[src/rtl/dbgreg_mailbox_if.sv]
// CPU-side register bus of the debug mailbox.
// Handshake: the master raises wen or ren with addr/wdata stable and holds them
// until ready; ready is a one-cycle acknowledge in the cycle after the request
// is first seen, and rdata is meaningful only while ready=1 (0 otherwise).
interface dbgreg_mailbox_if;
  logic [3:0]  addr;
  logic [31:0] wdata;
  logic        wen;
  logic        ren;
  logic [31:0] rdata;
  logic        ready;

  modport master (output addr, output wdata, output wen, output ren,
                  input rdata, input ready);
  modport slave  (input addr, input wdata, input wen, input ren,
                  output rdata, output ready);
endinterface

[src/rtl/dbgreg_mailbox.sv]
// JTAG debug-register mailbox: DR data words queue into an RX FIFO for the CPU,
// DR command words land in a CMD register, and the CPU returns words via TXDATA.
module dbgreg_mailbox #(
  parameter int DEPTH = 4
) (
  input  logic              clk,
  input  logic              rst,
  input  logic [31:0]       dbgreg_in,
  input  logic              dbgreg_sel,
  input  logic              dbgreg_strobe,
  output logic [31:0]       dbgreg_out,
  dbgreg_mailbox_if.slave   bus,
  output logic              irq
);

  localparam int AW = $clog2(DEPTH);
  localparam int CW = AW + 1;

  logic [31:0]   mem [DEPTH];
  logic [AW-1:0] wr_ptr, wr_ptr_n;
  logic [AW-1:0] rd_ptr, rd_ptr_n;
  logic [CW-1:0] count, count_n;
  logic          overflow, overflow_n;
  logic          cmd_valid, cmd_valid_n;
  logic          irq_en, irq_en_n;
  logic [31:0]   cmd, cmd_n;
  logic [31:0]   tx_n;
  logic          ready_q, ready_n;
  logic          irq_n;

  logic          empty, full;
  logic          do_wr, do_rd, push_req, push, pop, cmd_ld;
  logic [1:0]    reg_sel;
  logic [31:0]   status, rd_word;
  logic          unused_addr_bits;

  assign unused_addr_bits = ^bus.addr[1:0];

  assign empty   = (count == '0);
  assign full    = (count == CW'(DEPTH));
  assign reg_sel = bus.addr[3:2];
  assign status  = {15'd0, irq_en, 4'd0, cmd_valid, overflow, full, empty, 3'd0, 5'(count)};

  // Register side effects commit on the edge that closes the ready cycle.
  assign do_wr    = ready_q & bus.wen;
  assign do_rd    = ready_q & bus.ren & ~bus.wen;
  assign pop      = do_rd & (reg_sel == 2'd0) & ~empty;
  assign push_req = dbgreg_strobe & ~dbgreg_sel;
  assign push     = push_req & (~full | pop);
  assign cmd_ld   = dbgreg_strobe & dbgreg_sel;

  always_comb begin
    rd_word = '0;
    case (reg_sel)
      2'd0: rd_word = empty ? '0 : mem[rd_ptr];
      2'd1: rd_word = status;
      2'd2: rd_word = dbgreg_out;
      2'd3: rd_word = cmd;
    endcase
  end

  assign bus.rdata = do_rd ? rd_word : '0;
  assign bus.ready = ready_q;

  always_comb begin
    ready_n     = (bus.wen | bus.ren) & ~ready_q;
    wr_ptr_n    = push ? wr_ptr + AW'(1) : wr_ptr;
    rd_ptr_n    = pop  ? rd_ptr + AW'(1) : rd_ptr;
    count_n     = count + CW'(push) - CW'(pop);
    overflow_n  = overflow;
    cmd_valid_n = cmd_valid;
    irq_en_n    = irq_en;
    cmd_n       = cmd;
    tx_n        = dbgreg_out;

    if (do_wr) begin
      case (reg_sel)
        2'd1: begin
          if (bus.wdata[10]) overflow_n  = 1'b0;
          if (bus.wdata[11]) cmd_valid_n = 1'b0;
          irq_en_n = bus.wdata[16];
        end
        2'd2: tx_n = bus.wdata;
        2'd3: begin
          cmd_n       = '0;
          cmd_valid_n = 1'b0;
        end
        default: ;
      endcase
    end

    // Debugger-side events are applied last so a same-cycle clear loses.
    if (push_req & full & ~pop) overflow_n = 1'b1;
    if (cmd_ld) begin
      cmd_n       = dbgreg_in;
      cmd_valid_n = 1'b1;
    end

    irq_n = irq_en_n & ((count_n != '0) | overflow_n | cmd_valid_n);
  end

  always_ff @(posedge clk) begin
    if (rst) begin
      wr_ptr     <= '0;
      rd_ptr     <= '0;
      count      <= '0;
      overflow   <= 1'b0;
      cmd_valid  <= 1'b0;
      irq_en     <= 1'b0;
      cmd        <= '0;
      dbgreg_out <= '0;
      ready_q    <= 1'b0;
      irq        <= 1'b0;
    end else begin
      wr_ptr     <= wr_ptr_n;
      rd_ptr     <= rd_ptr_n;
      count      <= count_n;
      overflow   <= overflow_n;
      cmd_valid  <= cmd_valid_n;
      irq_en     <= irq_en_n;
      cmd        <= cmd_n;
      dbgreg_out <= tx_n;
      ready_q    <= ready_n;
      irq        <= irq_n;
    end
  end

  always_ff @(posedge clk) begin
    if (!rst && push) mem[wr_ptr] <= dbgreg_in;
  end

endmodule

[src/flat_wrapper.sv]
// flat-port wrapper written by rule: the top's interface ports become plain ports
module dbgreg_mailbox_flat 
#(
  parameter int DEPTH = 4
)
  (clk, rst, dbgreg_in, dbgreg_sel, dbgreg_strobe, dbgreg_out, irq, bus_addr, bus_wdata, bus_wen, bus_ren, bus_rdata, bus_ready);
  dbgreg_mailbox_if bus_i ();
  input  logic clk;
  input  logic rst;
  input  logic [31:0] dbgreg_in;
  input  logic dbgreg_sel;
  input  logic dbgreg_strobe;
  output logic [31:0] dbgreg_out;
  output logic irq;
  input wire logic [$bits(bus_i.addr)-1:0] bus_addr;
  input wire logic [$bits(bus_i.wdata)-1:0] bus_wdata;
  input wire logic [$bits(bus_i.wen)-1:0] bus_wen;
  input wire logic [$bits(bus_i.ren)-1:0] bus_ren;
  output wire logic [$bits(bus_i.rdata)-1:0] bus_rdata;
  output wire logic [$bits(bus_i.ready)-1:0] bus_ready;
  assign bus_i.addr = bus_addr;
  assign bus_i.wdata = bus_wdata;
  assign bus_i.wen = bus_wen;
  assign bus_i.ren = bus_ren;
  assign bus_rdata = bus_i.rdata;
  assign bus_ready = bus_i.ready;
  dbgreg_mailbox #(.DEPTH(DEPTH)) u_core (.clk(clk), .rst(rst), .dbgreg_in(dbgreg_in), .dbgreg_sel(dbgreg_sel), .dbgreg_strobe(dbgreg_strobe), .dbgreg_out(dbgreg_out), .bus(bus_i), .irq(irq));
endmodule
[config.mk]
export PLATFORM = sky130hd
export DESIGN_NAME = dbgreg_mailbox_flat
export DESIGN_NICKNAME = d
export VERILOG_FILES = /design/src/rtl/dbgreg_mailbox_if.sv /design/src/rtl/dbgreg_mailbox.sv /design/src/flat_wrapper.sv
export SDC_FILE = /design/constraint.sdc
export NUM_CORES = 1
export LEC_CHECK = 0
export ABC_AREA = 1
export CORE_ASPECT_RATIO = 1.4
export CORE_UTILIZATION = 48
export CTS_CLUSTER_SIZE = 40
export DETAILED_ROUTE_END_ITERATION = 10
export PLACE_DENSITY = 0.77
export SYNTH_ARGS = -nofsm -noshare
export SYNTH_HDL_FRONTEND = slang
export SYNTH_SLANG_ARGS = --single-unit
[constraint.sdc]
create_clock -name clk -period 2.92 [get_ports clk]
set_input_delay 0.292 -clock clk [delete_from_list [all_inputs] [get_ports clk]]
set_output_delay 0.292 -clock clk [all_outputs]
set_load 0.02 [all_outputs]
==> results_dict.tcl <==
set metrics [dict create \
    drive_above_1_share_pct 6.337 \
    timing.fmax_mhz 350.4 \
    grt_overflow 0 \
    postCtsHoldBufs 0 \
    rsz0062_at_grt "false" \
    hold_ws_ps 435.4 \
    synth_seq_cells 206 \
    finalMaxSlewViolations 0 \
    fin_crit_sh_pct 97.75 \
    die_area_um2 18620 \
    drt_iter0_drc 674 \
    peakVddDrop_v 0.0004624 \
    reg2reg_slack_ps 530 \
    cts_tree "yes" \
    pwr-share-clk_pct 38.0 \
    yosysWarningCount 0 \
    finalClockSkew_ps 11.16 \
    crit_family "buffers and inverters" \
    synth_cells 935 \
    ys_seq_area_share_pct 62.31 \
    synth_top_area_share_pct 44.31 \
    power.switching_w 0.001392 \
    power_frac_seq_pct 52.5 \
    intPower_w 0.004681 \
    grt_max_degree 65 \
    finalHoldViolCount 0 \
    run_status "finished clean" \
    worstReg2RegStart "u_core.bus.ready" \
    crit_fanout 14 \
    synthToLayoutAreaGrowth_pct 26.09 \
    fp.dieW_um 115.6 \
    cts.sinks 206 \
    synth_ff_type "edfxtp_1" \
    synth_edf_count 128 \
    ys_top_cells_by_area "edfxtp_1 44%, dfxtp_1 18%, nand2_1 11%" \
    synthesis.nets 1016 \
    gp_congestion 0.8058 \
    vias_per_cell 5.445 \
    wl_per_cell_um 17.37 \
    path_clk_slew_ps 60 \
    combinationalPowerShare_pct 9.4 \
    async_flop_share_pct 0 \
    cp_data_required_time_ps 2630 \
    setup_tns_ps 0 \
    io_buffer_count 137 \
    cpMaxStageDelayCell "clkdlybuf4s50_1" \
    synth_common_cells "256 x nand2_1, 128 x edfxtp_1, 105 x nand3_1" \
    maxSlewHeadroom_pct 31.86 \
    grt_pass1_vias 7017 \
    hp-class "in -> reg" \
    insertion_delay_ps 480 \
    path_cells "nand2_1, nor2_2, buf_4, buf_4, nand2_1, a21oi_1, clkdlybuf4s50_1" \
    post-route-min-period_ps 2854 \
    path_buf_inv 3 \
    power_density_nw_per_um2 555.2 \
    antenna_found_initial 1 \
    rr_endpoint "u_core.irq" \
    routed_wl_um 22760 \
    fin_nets 1142 \
    cap_violations 0 \
    clockBufferDepth 3 \
    ios 140 \
    synth_most_common_cell "nand2_1" \
    reg2reg_depth 12 \
    numCtsBuffers 19 \
    initial_core_util_pct 49.44 \
    clockRootBuffer "clkbuf_16" \
    ant_nets 0 \
    grt_pass1_wl_um 35570 \
    path_class "reg -> out" \
    ys_types 25 \
    cts-htree-levels 1 \
    swShare_pct 22.93 \
    worst_pin_slew_ps 1020 \
    min_path_cells 3 \
    critPathCaptureType "output pin" \
    nFillCells 1443 \
    synth_area_um2 8675 \
    die_h_um 161.1 \
    power_leakage_nw 3.955 \
    hold_end "u_core.dbgreg_out[2]" \
    setup_viol 0 \
    synth_area_leader_cell "edfxtp_1" \
    coreArea_um2 17540 \
    hpwl_um 14180 \
    vias 7133 \
    arrival_ps 2560 \
    route.detailed.drc 0 \
    cp_slowest_stage_delay_ps 660 \
    critPathLaunchType "register" \
    grt_usage_pct 25.01 \
    postSynthAreaPerCell_um2 9.278 \
    rows 57 \
    first_pass_iters 6 \
    hold_start "bus_wdata[2]" \
]
[worst reg2reg max path: stages (launching register included)]
cell	delay, ps
dfxtp_1	410
nand2_1	90
nor2_2	190
nand2_1	170
nor2_2	140
ha_1	240
inv_1	50
ha_1	150
fa_1	440
nor2_1	100
nand3_1	100
nor2_1	100
a21oi_1	80
[final cells by class]
cell class                      count  area, µm²  share of cell area (%)
Antenna cell                        1      2.502                 0.02288
Clock buffer                       25      498.0                   4.553
Clock inverter                      8      67.56                  0.6177
Inverter                           36      135.1                   1.235
Multi-Input combinational cell    636       2898                   26.49
Sequential cell                   206       5406                   49.43
Tap cell                          236      295.3                   2.700
Timing Repair Buffer              162       1635                   14.95
[through the flow]
stage | setup slack (ps) | power (W) | cells | area, µm² | util, %
floorplan | 9.507 | 0.003541 | 935 | 8675 | -
global placement | 133.6 | 0.003808 | 1276 | 10360 | 59.03
detailed placement | 133.9 | 0.003820 | 1276 | 10360 | 59.03
CTS | 70.71 | 0.006093 | 1309 | 10930 | 62.27
global route | 3.101 | 0.006264 | 1310 | 10940 | 62.34
finish | 65.76 | 0.006073 | 1310 | 10940 | 62.34
[worst max path at each step]
stage / from / endpoint / slack, ps / depth (start not counted)
5_1_grt: u_core.bus.ready / bus_rdata[31] / 3 / 7
3_3_place_gp: bus_addr[2] / bus_rdata[29] / 130 / 7
2_1_floorplan: u_core.bus.ready / u_core.mem[0][0] / 10 / 8
6_report: u_core.bus.ready / bus_rdata[2] / 70 / 7
4_1_cts: u_core.bus.ready / bus_rdata[13] / 70 / 7
3_5_place_dp: bus_addr[2] / bus_rdata[29] / 130 / 7
[cell families (layout without fill, tap and decap cells)]
| kind of cell | Yosys count | in the layout | share of synthesized area [%] |
|---|---|---|---|
| AOI/OAI and AO/OA | 159 | 159 | 9.419 |
| DFF | 206 | 206 | 62.31 |
| other | 0 | 1 | 0 |
| buffers and inverters | 93 | 231 | 4.630 |
| adders and majority gates | 7 | 7 | 1.096 |
| and+or+nand+nor | 470 | 470 | 22.54 |
[power groups by stage]
stage / clock (W) / combinational (W) / sequential, W
final: 0.00231 / 0.000573 / 0.00319
after global routing: 0.00244 / 0.000629 / 0.00320
after CTS: 0.00233 / 0.000571 / 0.00319
after detailed placement: 0 / 0.000566 / 0.00325
after global placement: 0 / 0.000557 / 0.00325
after floorplan: 0 / 0.000279 / 0.00326
[state kept, by name, indices dropped and copies added (netlist names), named ones only]
name,cells
u_core.rd_ptr,2
u_core.irq,1
u_core.dbgreg_out,32
u_core.bus.ready,1
u_core.overflow,1
u_core.wr_ptr,2
u_core.cmd,32
u_core.count,3
u_core.cmd_valid,1
u_core.mem,128
u_core.irq_en,1
[layout by cell type, fill, tap and decap left out, drive strengths merged, types with 6 or more instances in the layout]
master         count
a21oi             88
nand2            256
or2               18
clkbuf            25
buf               25
clkinv             6
inv               36
clkdlybuf4s50    133
nand3            105
nor2              89
ha                 6
dfxtp             78
o21ai             67
edfxtp           128
[what timing repair did]
action                                  4_1_cts  5_1_grt
buffers inserted                              0        0
gates resized for setup                       1        4
endpoints found under the setup margin        4        4
[layer usage]
layer	up-vias	wire, µm	track usage (%)
met3	48	1399	2.702
met1	3369	8788	29.83
met5	-	0	0
met2	310	11800	44.56
met4	0	767	11.89
li1	3406	-	-
(Power assumes the default switching activity.)
